<file path="src/rtl/useq_pkg.sv">
// Shared definitions for the microprogram sequencer.
// Next-state select encodings, also used by the control-word ROM.
package useq_pkg;

  typedef enum logic [2:0] {
    NS_DIR  = 3'b000,
    NS_IB   = 3'b001,
    NS_SB   = 3'b010,
    NS_CBIT = 3'b011,
    NS_CJMP = 3'b100,
    NS_CALL = 3'b101,
    NS_RET  = 3'b110,
    NS_SEQ  = 3'b111
  } ns_e;

endpackage

</file>
<file path="src/rtl/micro_ret_stack.sv">
// Micro-return LIFO: push/pop with top-of-stack, occupancy, full/empty.
// Ports: clk, rst (sync, pointer only), push, pop, din -> top, sp, full, empty.
module micro_ret_stack #(
  parameter int SW    = 5,
  parameter int DEPTH = 4,
  localparam int PW   = $clog2(DEPTH + 1)
) (
  input  logic          clk,
  input  logic          rst,
  input  logic          push,
  input  logic          pop,
  input  logic [SW-1:0] din,
  output logic [SW-1:0] top,
  output logic [PW-1:0] sp,
  output logic          full,
  output logic          empty
);

  localparam int AW = (DEPTH > 1) ? $clog2(DEPTH) : 1;

  logic [SW-1:0] mem [DEPTH];
  logic [PW-1:0] cnt;
  logic [AW-1:0] widx;
  logic [AW-1:0] ridx;
  logic          do_push;
  logic          do_pop;

  assign full    = (cnt == PW'(DEPTH));
  assign empty   = (cnt == '0);
  assign widx    = AW'(cnt);
  assign ridx    = AW'(cnt - PW'(1));
  assign do_push = push && !full;
  assign do_pop  = pop && !empty;
  assign top     = empty ? '0 : mem[ridx];
  assign sp      = cnt;

  // Entries are never cleared; the pointer alone defines validity.
  always_ff @(posedge clk) begin
    if (do_push) mem[widx] <= din;
  end

  always_ff @(posedge clk) begin
    if (rst)          cnt <= '0;
    else if (do_push) cnt <= cnt + PW'(1);
    else if (do_pop)  cnt <= cnt - PW'(1);
  end

endmodule

</file>
<file path="src/rtl/micro_sequencer.sv">
// Registered microprogram sequencer with conditions and call/return.
// Ports: clk, rst, ibin, sbin, dbin, cond, csel, nssel, stall -> state, sp, stk_ovf, stk_unf.
module micro_sequencer
  import useq_pkg::*;
#(
  parameter int SW       = 5,
  parameter int NCOND    = 4,
  parameter int DEPTH    = 4,
  parameter int RESET_ST = 0,
  localparam int CSW     = $clog2(NCOND),
  localparam int PW      = $clog2(DEPTH + 1)
) (
  input  logic             clk,
  input  logic             rst,
  input  logic [SW-1:0]    ibin,
  input  logic [SW-1:0]    sbin,
  input  logic [SW-1:0]    dbin,
  input  logic [NCOND-1:0] cond,
  input  logic [CSW-1:0]   csel,
  input  logic [2:0]       nssel,
  input  logic             stall,
  output logic [SW-1:0]    state,
  output logic [PW-1:0]    sp,
  output logic             stk_ovf,
  output logic             stk_unf
);

  localparam logic [SW-1:0] RST_ST = SW'(RESET_ST);

  // Zero-padded so out-of-range selects read as 0.
  logic [(2**CSW)-1:0] condx;
  logic                c;
  logic [SW-1:0]       inc;
  logic [SW-1:0]       nxt;
  logic [SW-1:0]       top;
  logic                push;
  logic                pop;
  logic                full;
  logic                empty;
  logic                ovf_set;
  logic                unf_set;

  assign condx = (2**CSW)'(cond);
  assign c     = condx[csel];
  assign inc   = state + SW'(1);

  always_comb begin
    nxt     = state;
    push    = 1'b0;
    pop     = 1'b0;
    ovf_set = 1'b0;
    unf_set = 1'b0;
    case (ns_e'(nssel))
      NS_DIR:  nxt = dbin;
      NS_IB:   nxt = ibin;
      NS_SB:   nxt = sbin;
      NS_CBIT: nxt = {dbin[SW-1:1], c};
      NS_CJMP: nxt = c ? dbin : inc;
      NS_CALL: begin
        nxt     = dbin;
        push    = !stall;
        ovf_set = full;
      end
      NS_RET: begin
        nxt     = empty ? RST_ST : top;
        pop     = !stall;
        unf_set = empty;
      end
      NS_SEQ:  nxt = inc;
    endcase
  end

  micro_ret_stack #(
    .SW    (SW),
    .DEPTH (DEPTH)
  ) u_stk (
    .clk   (clk),
    .rst   (rst),
    .push  (push),
    .pop   (pop),
    .din   (inc),
    .top   (top),
    .sp    (sp),
    .full  (full),
    .empty (empty)
  );

  always_ff @(posedge clk) begin
    if (rst) begin
      state   <= RST_ST;
      stk_ovf <= 1'b0;
      stk_unf <= 1'b0;
    end else if (!stall) begin
      state   <= nxt;
      stk_ovf <= stk_ovf | ovf_set;
      stk_unf <= stk_unf | unf_set;
    end
  end

endmodule

</file>
<file path="config.mk">
export PLATFORM = sky130hd
export DESIGN_NAME = micro_sequencer
export DESIGN_NICKNAME = d
export VERILOG_FILES = /design/src/rtl/useq_pkg.sv /design/src/rtl/micro_ret_stack.sv /design/src/rtl/micro_sequencer.sv
export SDC_FILE = /design/constraint.sdc
export NUM_CORES = 1
export LEC_CHECK = 0
export ABC_CLOCK_PERIOD_IN_PS = 3300
export CAP_MARGIN = 30
export CORE_MARGIN = 2
export CORE_UTILIZATION = 50
export CTS_CLUSTER_SIZE = 14
export DETAILED_ROUTE_END_ITERATION = 16
export HOLD_SLACK_MARGIN = 0.02
export PLACE_DENSITY = 0.79
export SKIP_CTS_REPAIR_TIMING = 1
export SYNTH_ARGS = -nofsm -noshare
export SYNTH_HDL_FRONTEND = slang
export SYNTH_HIERARCHICAL = 1
export SYNTH_SLANG_ARGS = --single-unit
</file>
<file path="constraint.sdc">
create_clock -name clk -period 3.3 [get_ports clk]
set_clock_uncertainty 0.2 [all_clocks]
set_input_delay 0.66 -clock clk [delete_from_list [all_inputs] [get_ports clk]]
set_output_delay 0.66 -clock clk [all_outputs]
set_load 0.02 [all_outputs]
</file>
==> flow_summary.yaml <==
power:
  p_seq_share_pct: 45.9
  power.switching_uw: 197.4
  finalPower_uw: 915.0
  leakage_uw: 0.0007467
  power.density_nw_per_um2: 420.5
  swShare_pct: 21.57
  share_comb_of_total_power_pct: 15.5
  ir_worst_vdd_mv: 0.3973
  power_frac_clock_pct: 38.6
  p_int_uw: 717.7
synth:
  synthesis.nets: 173
  ys_seq_elements: 30
  syn_area_um2: 1674
  synth.area.top_cells: "edfxtp_1 (36%), dfxtp_1 (12%), mux4_2 (6.7%), ha_1 (5.2%), nor2b_1 (3.0%)"
  synth_ff_type: "edfxtp_1"
  async_flop_share_pct: 0
  yosysMostFrequentCell: "edfxtp_1"
  yosysWarnings: 6
  synth_cell_types: 40
  yosysTopAreaCellShare_pct: 35.87
  synth-edff-count: 20
  avgSynthCellArea_um2: 12.04
  ys_seq_area_share_pct: 47.83
  yosysTopAreaCell: "edfxtp_1"
  postSynthCellCount: 139
  ys_top_cells_by_count: "edfxtp_1 (20), dfxtp_1 (10), nor2b_1 (8)"
drt:
  drt_iter0_drc: 74
  wl_per_cell_um: 16.88
  antenna_left: 0
  vias: 1247
  dr.pass1.iters: 4
  drc: 0
  wl_um: 3814
  viasPerCell: 5.518
die:
  dieWidth_um: 61.87
  core_area_um2: 3284
  initial_core_util_pct: 50.97
  die_area_um2: 3827
  die_y_um: 61.87
  io_pins: 37
  std_cell_rows: 21
sta:
  max_freq_mhz: 381.2
  max_slew_margin_pct: 63.73
  slew_viol_final: 0
  hold_viol_final: 0
  period_share_pct: 79.49
  rsz0062_at_grt: "no"
  tns_ns: 0
  timing_worst_slew_pin_value_ns: 0.5384
  fin_crit_ns: 2.623
  setup_viol: 0
critical_path:
  critical_path_class: "flip-flop to flip-flop"
  r2r_start: "u_stk/sp[1]"
  cp.required_ns: 3.29
  arrival_ns: 2.61
  path_max_fanout: 7
  reg2reg_slack_ns: 0.68
  startpoint: "u_stk/sp[1]"
  rr_endpoint: "state[2]"
  ff2ff_path_depth: 8
  start_kind: "flip-flop"
  critPathCapture: "state[2]"
  end_kind: "flip-flop"
clock_network:
  clock-root-buffer: "clkbuf_4"
  cts_htree_levels: 2
  cts_buffers: 5
  clockBufferDepth: 2
  cts.sinks: 30
  insertion_delay_ns: 0.32
  clk_pin_slew_worst_paths_ns: 0.09
  cts_tree: "yes"
global_route:
  grt_pass1_vias: 1187
  grt_pass1_wl_um: 5595
  antenna_found_initial: 0
  overflow: 0
  grt_max_degree: 13
  track_usage_pct: 21.02
final_layout:
  layout.nets: 213
  design_area_um2: 2176
  diodes: 0
  area_delta_synth_final_pct: 29.97
  drive_above_1_share_pct: 12.78
  fill_cells: 246
worst_hold_path:
  hp-start: "stk_ovf"
  hold_depth: 2
  min_path_type: "flip-flop to flip-flop"
job:
  drv_cap: 0
placed_design:
  placed_area_um2: 2074
  dp_hpwl_um: 3019
  io_buffers: 36
  place.gp.congestion: 0.8127
outcome:
  outcome: "finished, final reports clean"
-- flip-flops by register name, summed over array words and instances, names as in the netlist --
name       cells
state          5
u_stk/mem     20
stk_ovf        1
stk_unf        1
u_stk/sp       3
-- cell type report --
class	instances	area (um2)	share of cell area, %
Timing Repair Buffer	37	367.9	16.91
Sequential cell	30	800.8	36.80
Clock buffer	5	37.54	1.725
Tap cell	46	57.56	2.645
Multi-Input combinational cell	100	829.5	38.13
Clock inverter	3	63.81	2.933
Inverter	5	18.77	0.8626
-- layout by cell type, fill, tap and decap left out, types with 7 or more instances in the layout --
master | synthesis | final
a21oi_1 | 7 | 7
ha_1 | 7 | 7
clkdlybuf4s50_1 | 0 | 36
nor2b_1 | 8 | 8
dfxtp_1 | 10 | 10
edfxtp_1 | 20 | 20
-- worst min-delay path by stage --
stage                   end  slack [ns]
floorplan           stk_ovf        0.37
global placement    stk_unf        0.25
detailed placement  stk_unf        0.27
CTS                 stk_ovf        0.31
global route        stk_ovf        0.34
finish              stk_ovf        0.29
-- metrics by stage --
| step | utilization [%] | hold WS (ns) | setup slack [ns] | cells |
|---|---|---|---|---|
| final | 66.25 | 0.2941 | 0.6767 | 226 |
| after global routing | 66.25 | 0.3398 | 0.5011 | 226 |
| after CTS | 66.25 | 0.3068 | 0.6662 | 226 |
| after detailed placement | 63.16 | 0.2748 | 0.3886 | 218 |
| after global placement | 63.16 | 0.2508 | 0.4542 | 218 |
| after floorplan | - | 0.3673 | 0.7452 | 139 |
-- layer usage --
layer / track usage, % / up-vias / share of wire, %
met2: 35.19 / 40 / 50
met1: 27.00 / 586 / 42
met4: 5.775 / 0 / 1.2
li1: - / 614 / -
met3: 5.797 / 7 / 6.1
met5: 0 / - / 0
-- logic make-up (layout without fill, tap and decap cells) --
group / count (synthesis) / in the layout / share of synthesized area [%]
adders and majority gates: 7 / 7 / 5.231
buffers and inverters: 9 / 50 / 2.616
and+or+nand+nor: 47 / 47 / 17.26
DFF: 30 / 30 / 47.83
xor gates and xnor gates: 4 / 4 / 2.093
AOI/OAI and AO/OA: 35 / 35 / 16.74
muxes: 7 / 7 / 8.221
-- power groups by stage --
| stage | combinational, uW | sequential [uW] | clock (uW) |
|---|---|---|---|
| 5_1_grt | 154 | 421 | 371 |
| 3_5_place_dp | 142 | 428 | 0 |
| 4_1_cts | 143 | 420 | 356 |
| 3_3_place_gp | 139 | 428 | 0 |
| 2_1_floorplan | 68.3 | 434 | 0 |
| 6_report | 142 | 420 | 353 |
-- worst max-delay path: stages, from the launching register on --
cell and delay, ns:
dfxtp_1 0.41, inv_1 0.10, ha_1 0.45, mux4_2 0.34, nor2b_1 0.14, a21oi_1 0.12
o21ai_0 0.22, a2111oi_2 0.44, a2111oi_2 0.06
No activity file was read; power rests on OpenSTA's default activity.
